<file path="src/rtl/f16_fmac_dot_seq.sv">
// +----------------------------------------------------------------------------+
// | f16_fmac_dot_seq : FP16 dot-product sequencer around a combinational FMAC   |
// |                    datapath (normal operands only, truncating, no GRS).    |
// | Revision: 1.0                                                              |
// +----------------------------------------------------------------------------+
`default_nettype none

module f16_fmac_normal_no_grs (
    input  logic [15:0] x,
    input  logic [15:0] y,
    input  logic [15:0] z,
    output logic [15:0] result
);
    logic               prod_sign;
    logic [21:0]        prod;
    logic signed [8:0]  prod_exp;
    logic signed [8:0]  z_exp;
    logic [10:0]        z_mant;
    logic [23:0]        a_al;
    logic [23:0]        b_al;
    logic signed [8:0]  exp_max;
    logic signed [8:0]  diff;
    logic [23:0]        sum;
    logic               sum_sign;
    logic [4:0]         lead;
    logic signed [8:0]  res_exp;
    logic [23:0]        norm;
    logic [9:0]         frac;

    // Operands with a zero exponent field count as zero; a zero term gets a
    // very small exponent so it can never become the alignment reference.
    always_comb begin
        prod_sign = x[15] ^ y[15];
        prod      = 22'({1'b1, x[9:0]}) * 22'({1'b1, y[9:0]});
        prod_exp  = $signed({4'b0, x[14:10]}) + $signed({4'b0, y[14:10]}) - 9'sd15;
        if (x[14:10] == 5'd0 || y[14:10] == 5'd0) begin
            prod     = 22'd0;
            prod_exp = -9'sd200;
        end
        z_mant = {1'b1, z[9:0]};
        z_exp  = $signed({4'b0, z[14:10]});
        if (z[14:10] == 5'd0) begin
            z_mant = 11'd0;
            z_exp  = -9'sd200;
        end

        // Both terms carry their binary point at bit 20.
        a_al = {2'b00, prod};
        b_al = {3'b000, z_mant, 10'b0};
        if (prod_exp >= z_exp) begin
            exp_max = prod_exp;
            diff    = prod_exp - z_exp;
            b_al    = (diff > 9'sd23) ? 24'd0 : (b_al >> diff[4:0]);
        end else begin
            exp_max = z_exp;
            diff    = z_exp - prod_exp;
            a_al    = (diff > 9'sd23) ? 24'd0 : (a_al >> diff[4:0]);
        end

        if (prod_sign == z[15]) begin
            sum      = a_al + b_al;
            sum_sign = prod_sign;
        end else if (a_al >= b_al) begin
            sum      = a_al - b_al;
            sum_sign = prod_sign;
        end else begin
            sum      = b_al - a_al;
            sum_sign = z[15];
        end

        lead = 5'd0;
        for (int i = 0; i < 24; i++) begin
            if (sum[i]) lead = 5'(i);
        end
        res_exp = exp_max - 9'sd20 + $signed({4'b0, lead});
        norm    = sum << (5'd23 - lead);
        frac    = 10'(norm >> 13);

        if (sum == 24'd0 || res_exp <= 9'sd0)
            result = 16'h0000;
        else if (res_exp >= 9'sd31)
            result = {sum_sign, 15'h7FFF};
        else
            result = {sum_sign, res_exp[4:0], frac};
    end
endmodule

module f16_fmac_dot_seq #(
    parameter int MAX_LEN = 16,
    parameter int CNT_W   = 5
) (
    input  logic             clk,
    input  logic             rst,
    input  logic             start,
    input  logic [15:0]      init_z,
    output logic             busy,
    input  logic             in_valid,
    output logic             in_ready,
    input  logic [15:0]      in_x,
    input  logic [15:0]      in_y,
    input  logic             in_last,
    output logic             out_valid,
    input  logic             out_ready,
    output logic [15:0]      out_result,
    output logic [CNT_W-1:0] out_count,
    output logic             out_trunc
);
    typedef enum logic [1:0] {
        IDLE = 2'd0,
        RUN  = 2'd1,
        DONE = 2'd2
    } state_t;

    state_t           state;
    logic [15:0]      acc;
    logic [CNT_W-1:0] count;
    logic [15:0]      fmac_out;

    f16_fmac_normal_no_grs u_fmac (
        .x      (in_x),
        .y      (in_y),
        .z      (acc),
        .result (fmac_out)
    );

    assign out_result = acc;
    assign out_count  = count;

    always_ff @(posedge clk) begin
        if (rst) begin
            state     <= IDLE;
            acc       <= 16'h0000;
            count     <= '0;
            out_trunc <= 1'b0;
            busy      <= 1'b0;
            in_ready  <= 1'b0;
            out_valid <= 1'b0;
        end else begin
            case (state)
                IDLE: begin
                    if (start) begin
                        acc       <= init_z;
                        count     <= '0;
                        out_trunc <= 1'b0;
                        state     <= RUN;
                        busy      <= 1'b1;
                        in_ready  <= 1'b1;
                    end
                end
                RUN: begin
                    if (in_valid && in_ready) begin
                        acc   <= fmac_out;
                        count <= count + CNT_W'(1);
                        // in_last takes priority, so a job ending exactly at MAX_LEN is not truncated.
                        if (in_last || count == CNT_W'(MAX_LEN - 1)) begin
                            state     <= DONE;
                            out_trunc <= ~in_last;
                            in_ready  <= 1'b0;
                            out_valid <= 1'b1;
                        end
                    end
                end
                DONE: begin
                    if (out_ready) begin
                        state     <= IDLE;
                        busy      <= 1'b0;
                        out_valid <= 1'b0;
                    end
                end
                default: begin
                    state     <= IDLE;
                    busy      <= 1'b0;
                    in_ready  <= 1'b0;
                    out_valid <= 1'b0;
                end
            endcase
        end
    end
endmodule

`default_nettype wire
</file>
<file path="config.mk">
export PLATFORM = sky130hd
export DESIGN_NAME = f16_fmac_dot_seq
export DESIGN_NICKNAME = d
export VERILOG_FILES = /design/src/rtl/f16_fmac_dot_seq.sv
export SDC_FILE = /design/constraint.sdc
export NUM_CORES = 1
export LEC_CHECK = 0
export CORE_MARGIN = 2
export CORE_UTILIZATION = 45
export CTS_CLUSTER_SIZE = 16
export DETAILED_ROUTE_END_ITERATION = 10
export PLACE_DENSITY_LB_ADDON = 0.05
export SLEW_MARGIN = 20
export SYNTH_ARGS = -nofsm -noshare
export SYNTH_HDL_FRONTEND = slang
export SYNTH_SLANG_ARGS = --single-unit
</file>
<file path="constraint.sdc">
create_clock -name clk -period 26.8 [get_ports clk]
set_clock_uncertainty 0.2 [all_clocks]
set_input_delay 2.68 -clock clk [delete_from_list [all_inputs] [get_ports clk]]
set_output_delay 2.68 -clock clk [all_outputs]
set_load 0.005 [all_outputs]
</file>
* Yosys cells after proc, flatten, opt, wreduce, memory -nomap -nowiden
Index checks and enable logic that the tools add are counted.
** Word-level totals
- Output and inout port bits :: 25
- Input bits :: 54
- Word-level logic and storage cells :: 119
- Register bits :: 27
** Cells by class
- $mul :: 1
- Bitwise operators :: 5
- Reduce and logical (&&, ||, !) cells :: 16
- Add/subtract/negate cells :: 11
- Order comparisons :: 6
- Mux-type cells :: 62
- Equality and inequality tests :: 8
- Shift operators :: 3
** Operator list (count)
- $mux 24 :: 6
- $mux 5 :: 10
- $mux 16 :: 3
- $sub 24x24->24 :: 2
- $mux 4 :: 8
- $pmux 16 s2 :: 1
- $mux 9 :: 3
- $add 24x24->24 :: 1
- $ge 24x24->1 :: 1
- $logic_not 24->1 :: 1
- $shl 24x5->23 :: 1
- $shr 21x5->24 :: 1
- $shr 22x5->24 :: 1
- $mul 11x11->22 :: 1
- $mux 22 :: 1
- $gt 9x6->1 const B :: 2
- $sub 9x9->9 :: 2
- $reduce_and 4->1 :: 4
- $logic_not 5->1 :: 3
- $mux 15 :: 1
- $mux 1 :: 12
- $mux 2 :: 6
- $mux 3 :: 4
- $mux 11 :: 1
- 25 further kinds :: 36

* Depth between registers and ports, before layout
Gate-level depths: netlist (run 1).
- Depth in word-level cells :: 39
- Depth in mapped cells :: 64
- Gate-level depth less buffers :: 60

* Cells and area by module
Synthesis (run 1) repeated with hierarchy kept, for this count alone.
** Second synthesis, totals
- Cell total of the unflattened synthesis :: 1896
- Area total of the unflattened synthesis :: 13735.7 µm²
** By module, submodules not included
- f16_fmac_normal_no_grs :: area each 12290.5 µm², seq. area each 0.0 µm², instances 1, cells an instance 1761
- f16_fmac_dot_seq :: area each 1445.1 µm², seq. area each 540.5 µm², instances 1, cells an instance 135

* Least setup slack after synthesis (run 1)
No wires, ideal clock.
- Kind :: input port to flip-flop
- From :: input port in_x[5]
- To :: register acc[10], in the netlist out_result[10]
- Arrival :: 15.093 ns
- Slack :: 11.412 ns
- Data required time :: 26.505 ns
- Stages :: 57
- Cell sequence :: clkbuf_1 -> nand2_1 -> fa_1 -> fa_1 -> inv_1 -> ha_1 -> fa_1 -> inv_1 -> fa_1 -> inv_1 -> ha_1 -> a21o_1 -> a21oi_1 -> a21oi_1 -> a41oi_1 -> o21bai_1 -> a21oi_1 -> o21ai_0 -> [... 21 more ...] -> o21bai_4 -> a211oi_4 -> inv_2 -> buf_2 -> ha_1 -> ha_1 -> fa_1 -> a21o_1 -> a21oi_1 -> o21bai_1 -> a21oi_1 -> xnor2_1 -> nor3_1 -> a21o_1 -> a311oi_1 -> clkbuf_1 -> o21ai_0 -> a221oi_1
** On the way
- Word-level cells in the longest chain between the ends :: 37
** Ends and longest elaborated chain
- start: declaration :: RTL line 99 : input logic [15:0] in_x,
- $mul 11x11->22 (*) :: RTL line 34 : prod = 22'({1'b1, x[9:0]}) * 22'({1'b1, y[9:0]});
- $mux 22 (*) :: RTL line 36 : if (x[14:10] == 5'd0 || y[14:10] == 5'd0) begin
- $shr 22x5->24 :: RTL line 57 : a_al = (diff > 9'sd23) ? 24'd0 : (a_al >> diff[4:0]);
- $mux 24 :: RTL line 57
- $mux 24 (*) :: RTL line 50 : if (prod_exp >= z_exp) begin
- $sub 24x24->24, or another cell as far along :: RTL line 67 : sum = b_al - a_al;
- $mux 24 :: RTL line 63 : end else if (a_al >= b_al) begin
- $mux 24 (*) :: RTL line 60 : if (prod_sign == z[15]) begin
- [... 7 more ...]
- $mux 4 (8 in series) :: RTL line 73 : if (sum[i]) lead = 5'(i);
- $mux 5 (8 in series) :: RTL line 73
- $add 9x6->9 :: RTL line 75 : res_exp = exp_max - 9'sd20 + $signed({4'b0, lead});
- $ge 9x6->1 or $le 9x1->1 (tied branches) :: RTL line 81, 79
- $mux 15 or $logic_or 1x1->1 (tied branches) :: RTL line 81, 79
- $mux 16 (*) :: RTL line 79 : if (sum == 24'd0 || res_exp <= 9'sd0)
- $mux 16 (*) :: RTL line 151 : if (in_valid && in_ready) begin
- $pmux 16 s2 (*) :: RTL line 139 : case (state)
- end signal: assignment :: RTL line 142 : acc <= init_z;
- end signal: assignment :: RTL line 152 : acc <= fmac_out;
- end: declaration :: RTL line 115 : logic [15:0] acc;
Mark *: on every way between the ends. The rest lies on a longest branch, timed or not. The select of a mux whose other input is x is not followed.
A chain may end at the register's enable or synchronous reset.

* Worst setup path after layout (run 1)
- From :: input port in_x[5]
- To :: register acc[9], in the netlist out_result[9]
** On the way
- Word-level cells in the longest chain between the ends :: 37
** Ends and longest elaborated chain
- $mul 11x11->22 (*) :: RTL line 34
- $mux 22 (*) :: RTL line 36
- $shr 22x5->24 :: RTL line 57
- $mux 24 :: RTL line 57
- $mux 24 (*) :: RTL line 50
- $sub 24x24->24, or another cell as far along :: RTL line 67
- $mux 24 :: RTL line 63
- $mux 24 (*) :: RTL line 60
- [... 7 more ...]
- $mux 4 (8 in series) :: RTL line 73
- $mux 5 (8 in series) :: RTL line 73
- $add 9x6->9 or $sub 5x5->5 (tied branches) :: RTL line 75, 76
- $ge 9x6->1, or another cell as far along :: RTL line 81 : else if (res_exp >= 9'sd31)
- $mux 15 or $logic_or 1x1->1 (tied branches) :: RTL line 81, 79
- $mux 16 (*) :: RTL line 79
- $mux 16 (*) :: RTL line 151
- $pmux 16 s2 (*) :: RTL line 139
Marked as above.

==> impl_metrics.env, run 1 <==
export IMPL_num_vias=14600
export IMPL_clock_slew_at_the_register_clock_pins_of_the_worst_setup_and_hold_paths_ns=0.07
export IMPL_timing_final_max_slew_violations=0
export IMPL_number_of_search_and_repair_iterations_in_the_first_detailed_routing_pass=5
export IMPL_cts_tree="done"
export IMPL_floorplan_io_pins=79
export IMPL_crit_start="in_x[5]"
export IMPL_setup_viol_count_final=0
export IMPL_rows=64
export IMPL_synthCells=1962
export IMPL_final_fill_count=3151
export IMPL_cts_sink_count=27
export IMPL_grt_pass1_vias=14100
export IMPL_floorplan_die_area_sq_mm=0.0327
export IMPL_commonest_non_fill_non_tap_cell_in_the_layout="sky130_fd_sc_hd__nand2_1"
export IMPL_totalNegativeSetupSlack_ns=0
export IMPL_clock_fmax_ghz=0.0546
export IMPL_tightestPinTransition_ns=1.04
export IMPL_worst_path_max_delay_cell="sky130_fd_sc_hd__clkdlybuf4s50_1"
export IMPL_antenna_cells_inserted=0
export IMPL_finish_net_count=2250
export IMPL_synth_ff_latch_count=27
export IMPL_data_arrival_time_of_the_worst_path_ns=18.29
export IMPL_dieHeight_um=181
export IMPL_first_pass_grt_wire_length_mm=78.5
export IMPL_crit_reg2reg_launch="out_result[11]"
export IMPL_critPathMaxFanout=17
export IMPL_cells_resized_by_post_cts_repair=0
export IMPL_library_cell_occupying_the_most_area_in_the_post_synthesis_netlist="sky130_fd_sc_hd__ha_1"
export IMPL_sort_of_element_at_the_end_of_the_critical_path="flop"
export IMPL_clock_latency_ns=0.28
export IMPL_place_gp_congestion=0.953
export IMPL_most_used_cell_cp="sky130_fd_sc_hd__a21oi_1"
export IMPL_syn_to_final_growth_pct=7.60
export IMPL_critical_path_source_type="primary input"
export IMPL_core_region_area_sq_mm=0.0307
export IMPL_remaining_max_slew_budget_at_the_tightest_pin_pct=30.5
export IMPL_synth_sequential_area_ratio_pct=3.84
export IMPL_hold_path_class="flop to flop"
export IMPL_synth_area_leaders="sky130_fd_sc_hd__ha_1, sky130_fd_sc_hd__fa_1, sky130_fd_sc_hd__nand2_1"
export IMPL_asyncSetResetFlopFracSynth_pct=0
export IMPL_timing_critical_path_to="out_result[9]"
export IMPL_worst_setup_path_type="primary input to flop"
export IMPL_holdBufCountCts=0
export IMPL_layout_common_cells="sky130_fd_sc_hd__nand2_1, sky130_fd_sc_hd__inv_1, sky130_fd_sc_hd__nor2_1"
export IMPL_wl_per_cell_um=21.1
export IMPL_grt_antenna_before_repair=0
export IMPL_maxCapViolations=0
export IMPL_cts_path_max_buffers=2
export IMPL_ant_nets=0
export IMPL_post_route_cells_drive_above_1_share_pct=4.92
export IMPL_netlist_area_pre_place_sq_mm=0.0141
export IMPL_synth_warning_count=0
export IMPL_cts_htree_levels=1
export IMPL_fin_crit_sh_pct=68.3
export IMPL_yosys_area_top_type_share_pct=13.8
export IMPL_synthesis_nets=2258
export IMPL_place_detailed_hpwl_mm=40.8
export IMPL_worst_r2r_cell_count=45
export IMPL_via_per_inst=6.23
export IMPL_buffer_ports_inserted=78
export IMPL_post_cts_buffers=0
export IMPL_critical_path_reg2reg_endpoint="out_result[9]"
export IMPL_cts_bufs_inserted=3
export IMPL_cts_root_buf="sky130_fd_sc_hd__clkbuf_16"
export IMPL_synth_distinct_cells=113
export IMPL_grt_start_max_net_pins=48
export IMPL_critPathRequiredTime_ns=26.78
export IMPL_post_route_min_period_ns=18.31
export IMPL_gr_usage_all_layers_pct=29.6
export IMPL_horizontal_die_dimension_um=181
export IMPL_initial_core_util_pct=45.8
export IMPL_drtIter0Drc=1269
export IMPL_synth_main_ff_cell="sky130_fd_sc_hd__dfxtp_1"
export IMPL_remaining_drc_errors=0
export IMPL_syn_avg_cell_area_sq_um=7.17
export IMPL_finalHoldViolCount=0
export IMPL_max_stage_delay_ns=0.81
export IMPL_unrepaired_setup_endpoints_after_global_routing="false"
export IMPL_grt_overflow=0
export IMPL_synth_enable_flop_cells=0
export IMPL_outcome="finished clean"
export IMPL_regToRegSetupSlack_ns=12.33
export IMPL_wirelength_mm=49.5
[registers in the layout, indices dropped and copies added, names as in the netlist]
register / flops
out_result: 16
out_count: 5
state: 2
busy: 1
in_ready: 1
out_trunc: 1
out_valid: 1
[how the worst min path moves through the flow]
stage | depth (start not counted) | to | slack (ns) | from
3_5_place_dp | 2 | busy | 0.31 | busy
6_report | 2 | out_trunc | 0.32 | out_trunc
3_3_place_gp | 2 | busy | 0.30 | busy
5_1_grt | 2 | busy | 0.36 | busy
4_1_cts | 2 | out_trunc | 0.32 | out_trunc
2_1_floorplan | 2 | out_trunc | 0.30 | out_trunc
[metal layers]
metal | share of wire, % | track usage, % | wire length, um
met1 | 45 | 40.4 | 22100
met2 | 46 | 49.3 | 22900
met3 | 5.2 | 2.22 | 2600
met4 | 3.9 | 10.1 | 1950
met5 | 0 | 0 | 0
[synthesized netlist by cell type (all sizes together) (16+ instances only)]
library cell  count
inv             208
nand2           208
nor2            172
ha              155
a21oi           137
o21ai            91
fa               87
clkbuf           85
and2             60
nor3             47
nand3            42
mux2i            39
xnor2            39
a21o             34
a211oi           28
buf              28
nand2b           28
dfxtp            27
o211ai           27
o21a             25
a31oi            23
nor2b            23
o31ai            21
or3              20
xor2             19
a221oi           18
o21bai           17
and3             16
[critical path: cells and delay by family]
kind                       cells  cell delay, ns
AOI/OAI and AO/OA             29            7.93
adders and majority gates     10            4.19
and+or+nand+nor                6            1.49
buffers and inverters          6            1.39
xor gates and xnor gates       3            0.44
muxes                          1            0.15
[logic make-up (layout without fill, tap and decap cells)]
| logic type | after synthesis | after routing | synth area share (%) |
|---|---|---|---|
| buf+inv | 323 | 314 | 9.09 |
| xor+xnor | 58 | 58 | 3.67 |
| fa+ha+maj | 242 | 242 | 26.2 |
| flops | 27 | 27 | 3.84 |
| compound gates | 581 | 581 | 29.7 |
| mux | 53 | 53 | 4.48 |
| simple gates | 678 | 678 | 23.0 |
[layout make-up]
cell class / instances / area [sq um] / area share [%]
Tap cell: 396 / 495 / 3.27
Sequential cell: 27 / 541 / 3.57
Timing Repair Buffer: 100 / 946 / 6.25
Clock inverter: 1 / 7.51 / 0.0496
Inverter: 210 / 788 / 5.21
Multi-Input combinational cell: 1612 / 12300 / 81.1
Clock buffer: 3 / 75.1 / 0.496
[stage by stage]
stage | hold slack, ns | area [sq um] | worst slack (ns) | util [%] | std cells
floorplan | 0.299 | 14100 | 11.41 | - | 1962
global placement | 0.297 | 15000 | 8.77 | 49.1 | 2345
detailed placement | 0.306 | 15000 | 8.41 | 49.1 | 2345
CTS | 0.319 | 15100 | 8.71 | 49.3 | 2349
global route | 0.356 | 15100 | 7.23 | 49.3 | 2349
finish | 0.316 | 15100 | 8.49 | 49.3 | 2349
Power of run 1 is left out: the tool's default activity adds up to more than one toggle a clock period on the data nets, which glitch-free logic cannot reach.
==> run 2: changes to the inputs <==
==> constraint.sdc (replaced) <==
create_clock -name clk -period 19 [get_ports clk]
set_clock_uncertainty 0.2 [all_clocks]
set_input_delay 1.9 -clock clk [delete_from_list [all_inputs] [get_ports clk]]
set_output_delay 1.9 -clock clk [all_outputs]
set_load 0.005 [all_outputs]
==> impl_metrics.env, run 2 (synthesis results as in run 1) <==
export IMPL_critical_path_reg2reg_endpoint="out_result[9]"
export IMPL_drtIter0Drc=1348
export IMPL_hold_worst_path_end="busy"
export IMPL_finish_net_count=2250
export IMPL_critPathMaxFanout=17
export IMPL_finalHoldViolCount=0
export IMPL_cells_resized_by_post_cts_repair=0
export IMPL_first_pass_grt_wire_length_mm=78.2
export IMPL_buffer_ports_inserted=78
export IMPL_critPathRequiredTime_ns=18.97
export IMPL_cts_sink_count=27
export IMPL_cts_path_max_buffers=2
export IMPL_hold_path_startpoint="busy"
export IMPL_fin_crit_sh_pct=92.4
export IMPL_cts_bufs_inserted=3
export IMPL_grt_overflow=0
export IMPL_cts_htree_levels=1
export IMPL_crit_reg2reg_launch="out_result[11]"
export IMPL_worst_path_max_delay_cell="sky130_fd_sc_hd__clkdlybuf4s50_1"
export IMPL_floorplan_die_area_sq_mm=0.0327
export IMPL_sort_of_element_at_the_end_of_the_critical_path="flop"
export IMPL_hold_path_class="flop to flop"
export IMPL_commonest_non_fill_non_tap_cell_in_the_layout="sky130_fd_sc_hd__nand2_1"
export IMPL_regToRegSetupSlack_ns=4.41
export IMPL_totalNegativeSetupSlack_ns=0
export IMPL_layout_common_cells="sky130_fd_sc_hd__nand2_1, sky130_fd_sc_hd__inv_1, sky130_fd_sc_hd__nor2_1"
export IMPL_floorplan_io_pins=79
export IMPL_grt_antenna_before_repair=0
export IMPL_wirelength_mm=50.1
export IMPL_dieHeight_um=181
export IMPL_horizontal_die_dimension_um=181
export IMPL_tightestPinTransition_ns=1.08
export IMPL_initial_core_util_pct=45.8
export IMPL_timing_final_max_slew_violations=0
export IMPL_place_gp_congestion=0.962
export IMPL_remaining_drc_errors=0
export IMPL_grt_pass1_vias=14000
export IMPL_num_vias=14800
export IMPL_unrepaired_setup_endpoints_after_global_routing="false"
export IMPL_setup_viol_count_final=0
export IMPL_post_route_cells_drive_above_1_share_pct=4.92
export IMPL_remaining_max_slew_budget_at_the_tightest_pin_pct=28.0
export IMPL_core_region_area_sq_mm=0.0307
export IMPL_cts_tree="done"
export IMPL_clock_fmax_ghz=0.0570
export IMPL_gr_usage_all_layers_pct=29.6
export IMPL_post_cts_buffers=0
export IMPL_place_detailed_hpwl_mm=41.1
export IMPL_critical_path_source_type="primary input"
export IMPL_antenna_cells_inserted=0
export IMPL_wl_per_cell_um=21.3
export IMPL_rows=64
export IMPL_grt_start_max_net_pins=48
export IMPL_clock_slew_at_the_register_clock_pins_of_the_worst_setup_and_hold_paths_ns=0.07
export IMPL_cell_depth_of_the_worst_hold_path=2
export IMPL_maxCapViolations=0
export IMPL_largest_register_ff_count=16
export IMPL_holdBufCountCts=0
export IMPL_post_route_min_period_ns=17.56
export IMPL_syn_to_final_growth_pct=7.60
export IMPL_max_stage_delay_ns=0.80
export IMPL_worst_r2r_cell_count=45
export IMPL_number_of_search_and_repair_iterations_in_the_first_detailed_routing_pass=9
export IMPL_cts_root_buf="sky130_fd_sc_hd__clkbuf_16"
export IMPL_data_arrival_time_of_the_worst_path_ns=17.53
export IMPL_via_per_inst=6.30
export IMPL_outcome="finished clean"
export IMPL_worst_setup_path_type="primary input to flop"
export IMPL_clock_latency_ns=0.27
export IMPL_ant_nets=0
export IMPL_most_used_cell_cp="sky130_fd_sc_hd__a21oi_1"
run 2: cell type report:
type / count / area (sq um)
clock buffers: 3 / 75.1
repair buffers: 100 / 946
inverters: 210 / 788
multi-input cells: 1612 / 12300
well taps: 396 / 495
flip-flops and latches: 27 / 541
clock inverters: 1 / 7.51
fillers: 3179 / 15500
run 2: worst max-delay path by stage:
stage                                end  slack, ns  cells after the start    start
after CTS                  out_result[9]       1.64                     55  in_x[5]
after global routing       out_result[9]       0.26                     55  in_x[5]
after global placement     out_result[7]       1.78                     55  in_x[3]
after detailed placement   out_result[9]       1.36                     55  in_x[5]
final                      out_result[9]       1.44                     55  in_x[5]
after floorplan           out_result[10]       4.39                     57  in_x[5]
run 2: metrics by stage:
step | setup WS (ns) | cells | utilization [%] | cell area [sq um] | hold WS, ns
after global routing | 0.265 | 2349 | 49.3 | 15100 | 0.346
final | 1.44 | 2349 | 49.3 | 15100 | 0.312
after detailed placement | 1.36 | 2345 | 49.1 | 15000 | 0.299
after CTS | 1.64 | 2349 | 49.3 | 15100 | 0.316
after global placement | 1.78 | 2345 | 49.1 | 15000 | 0.298
after floorplan | 4.39 | 1962 | - | 14100 | 0.299
run 2: worst max-delay path, delay by kind of cell:
family	cells	cell delay (ns)
buffers and inverters	6	1.37
and+or+nand+nor	6	1.48
muxes	1	0.15
adders and majority gates	10	4.19
xor gates and xnor gates	3	0.42
AOI/OAI and AO/OA	29	7.96
run 2: per-layer routing:
metal	wire length [um]	up-vias	global-route usage, %	share of wire, %
met5	0	-	0	0
met2	22800	622	49.0	46
met4	2020	0	9.68	4.0
li1	-	6944	-	-
met1	22400	7111	40.5	45
met3	2820	122	2.66	5.6
Power of run 2 is left out for the same reason.
==> run 3: changes to the inputs <==
--- a/config.mk
+++ b/config.mk
@@ -13,4 +13,5 @@
 export SLEW_MARGIN = 20
 export SYNTH_ARGS = -nofsm -noshare
 export SYNTH_HDL_FRONTEND = slang
+export SYNTH_HIERARCHICAL = 1
 export SYNTH_SLANG_ARGS = --single-unit
==> impl_metrics.env, run 3 <==
export IMPL_outcome="finished clean"
export IMPL_floorplan_die_area_sq_mm=0.0319
export IMPL_maxCapViolations=0
export IMPL_number_of_search_and_repair_iterations_in_the_first_detailed_routing_pass=6
export IMPL_grt_overflow=0
export IMPL_timing_final_max_slew_violations=0
export IMPL_asyncSetResetFlopFracSynth_pct=0
export IMPL_grt_antenna_before_repair=0
export IMPL_post_route_cells_drive_above_1_share_pct=5.14
export IMPL_cts_bufs_inserted=3
export IMPL_yosys_area_top_type_share_pct=14.2
export IMPL_largest_register_ff_count=16
export IMPL_setup_viol_count_final=0
export IMPL_synthCells=1896
export IMPL_clock_fmax_ghz=0.0562
export IMPL_cts_root_buf="sky130_fd_sc_hd__clkbuf_16"
export IMPL_gr_usage_all_layers_pct=30.0
export IMPL_buffer_ports_inserted=78
export IMPL_netlist_area_pre_place_sq_mm=0.0137
export IMPL_cts_htree_levels=1
export IMPL_post_cts_buffers=0
export IMPL_tightestPinTransition_ns=1.14
export IMPL_via_per_inst=6.19
export IMPL_horizontal_die_dimension_um=179
export IMPL_dieHeight_um=179
export IMPL_clock_latency_ns=0.28
export IMPL_crit_start="in_x[6]"
export IMPL_regToRegSetupSlack_ns=4.20
export IMPL_finish_net_count=2185
export IMPL_initial_core_util_pct=46.0
export IMPL_ys_top_cells_by_count="sky130_fd_sc_hd__inv_1, sky130_fd_sc_hd__nand2_1, sky130_fd_sc_hd__ha_1"
export IMPL_synthesis_nets=2193
export IMPL_place_detailed_hpwl_mm=38.6
export IMPL_crit_reg2reg_launch="out_result[11]"
export IMPL_worst_r2r_cell_count=43
export IMPL_cts_sink_count=27
export IMPL_cts_tree="done"
export IMPL_critical_path_source_type="primary input"
export IMPL_library_cell_occupying_the_most_area_in_the_post_synthesis_netlist="sky130_fd_sc_hd__ha_1"
export IMPL_worst_path_max_delay_cell="sky130_fd_sc_hd__a21oi_1"
export IMPL_synth_distinct_cells=106
export IMPL_commonest_non_fill_non_tap_cell_in_the_layout="sky130_fd_sc_hd__inv_1"
export IMPL_synth_most_common_cell="sky130_fd_sc_hd__inv_1"
export IMPL_ant_nets=0
export IMPL_remaining_max_slew_budget_at_the_tightest_pin_pct=23.7
export IMPL_synth_area_leaders="sky130_fd_sc_hd__ha_1, sky130_fd_sc_hd__fa_1, sky130_fd_sc_hd__inv_1"
export IMPL_critical_path_reg2reg_endpoint="out_result[9]"
export IMPL_post_route_min_period_ns=17.79
export IMPL_cells_resized_by_post_cts_repair=0
export IMPL_cts_path_max_buffers=2
export IMPL_synth_sequential_area_ratio_pct=3.94
export IMPL_layout_common_cells="sky130_fd_sc_hd__inv_1, sky130_fd_sc_hd__nand2_1, sky130_fd_sc_hd__ha_1"
export IMPL_cell_depth_of_the_worst_hold_path=2
export IMPL_floorplan_io_pins=79
export IMPL_fin_crit_sh_pct=93.7
export IMPL_timing_critical_path_to="out_result[9]"
export IMPL_synth_enable_flop_cells=0
export IMPL_first_pass_grt_wire_length_mm=76.3
export IMPL_wl_per_cell_um=20.8
export IMPL_grt_pass1_vias=13700
export IMPL_synth_warning_count=6
export IMPL_hold_path_class="flop to flop"
export IMPL_critPathRequiredTime_ns=19.00
export IMPL_num_vias=14100
export IMPL_place_gp_congestion=0.971
export IMPL_wirelength_mm=47.3
export IMPL_totalNegativeSetupSlack_ns=0
export IMPL_detailed_place_area_sq_mm=0.0146
export IMPL_grt_start_max_net_pins=36
export IMPL_remaining_drc_errors=0
export IMPL_antenna_cells_inserted=0
export IMPL_sort_of_element_at_the_end_of_the_critical_path="flop"
export IMPL_worst_setup_path_type="primary input to flop"
export IMPL_holdBufCountCts=0
export IMPL_critPathMaxFanout=24
export IMPL_rows=63
export IMPL_finalHoldViolCount=0
export IMPL_syn_avg_cell_area_sq_um=7.24
export IMPL_synth_main_ff_cell="sky130_fd_sc_hd__dfxtp_1"
export IMPL_clock_slew_at_the_register_clock_pins_of_the_worst_setup_and_hold_paths_ns=0.07
export IMPL_max_stage_delay_ns=0.84
export IMPL_syn_to_final_growth_pct=6.87
export IMPL_unrepaired_setup_endpoints_after_global_routing="false"
export IMPL_drtIter0Drc=1493
export IMPL_final_standard_cell_area_without_fillers_sq_mm=0.0147
export IMPL_data_arrival_time_of_the_worst_path_ns=17.79
export IMPL_core_region_area_sq_mm=0.0299
export IMPL_synth_ff_latch_count=27
==> run 3: cell count changes after synthesis, sizes merged, moves of 8 or more <==
cell	before	now
xnor2	39	30
a311oi	3	11
a221oi	18	9
nand2	208	190
nor2	172	141
mux2i	39	51
clkbuf	85	76
nor3	47	59
a211oi	28	46
inv	208	225
o21a	25	11
o211ai	27	18
==> run 3: kinds of logic after synthesis <==
group	share of synthesized area, %
xor gates and xnor gates	3.00
DFF	3.94
AOI/OAI and AO/OA	28.4
muxes	4.86
buffers and inverters	10.3
and+or+nand+nor	22.6
adders and majority gates	26.9
==> run 3: critical path: cells and delay by family <==
family / cells / cell delay [ns]
compound gates: 22 / 5.57
fa+ha+maj: 10 / 4.15
simple gates: 15 / 3.87
buf+inv: 8 / 1.51
mux: 2 / 0.41
xor+xnor: 2 / 0.37
==> run 3: metal layers <==
| layer | up-vias | part of all wire (%) | track usage (%) |
|---|---|---|---|
| li1 | 6636 | - | - |
| met1 | 6731 | 46 | 43.6 |
| met2 | 673 | 44 | 48.4 |
| met3 | 53 | 8.2 | 2.78 |
| met4 | 0 | 2.0 | 6.20 |
| met5 | - | 0 | 0 |
==> run 3: cell type report <==
cell class	instances	area (sq um)
fill	3021	15200
multi-input combinational	1534	11800
timing repair buffer	96	916
inverter	226	848
sequential	27	541
tap	390	488
clock buffer	4	78.8
==> run 3: per-stage QoR <==
| stage | utilization (%) | instances | hold slack [ns] | setup slack [ns] |
|---|---|---|---|---|
| 2_1_floorplan | - | 1896 | 0.265 | 4.11 |
| 3_3_place_gp | 48.9 | 2273 | 0.263 | 1.38 |
| 3_5_place_dp | 48.9 | 2273 | 0.268 | 1.13 |
| 4_1_cts | 49.1 | 2277 | 0.284 | 1.32 |
| 5_1_grt | 49.1 | 2277 | 0.311 | 0.0967 |
| 6_report | 49.1 | 2277 | 0.278 | 1.21 |
==> run 3: worst min path at each step <==
stage                     startpoint        end  slack, ns
after global placement     out_trunc  out_trunc       0.26
final                      out_trunc  out_trunc       0.28
after floorplan            out_trunc  out_trunc       0.27
after detailed placement   out_trunc  out_trunc       0.27
after CTS                  out_trunc  out_trunc       0.28
after global routing       out_trunc  out_trunc       0.31
Power of run 3 is left out for the same reason.
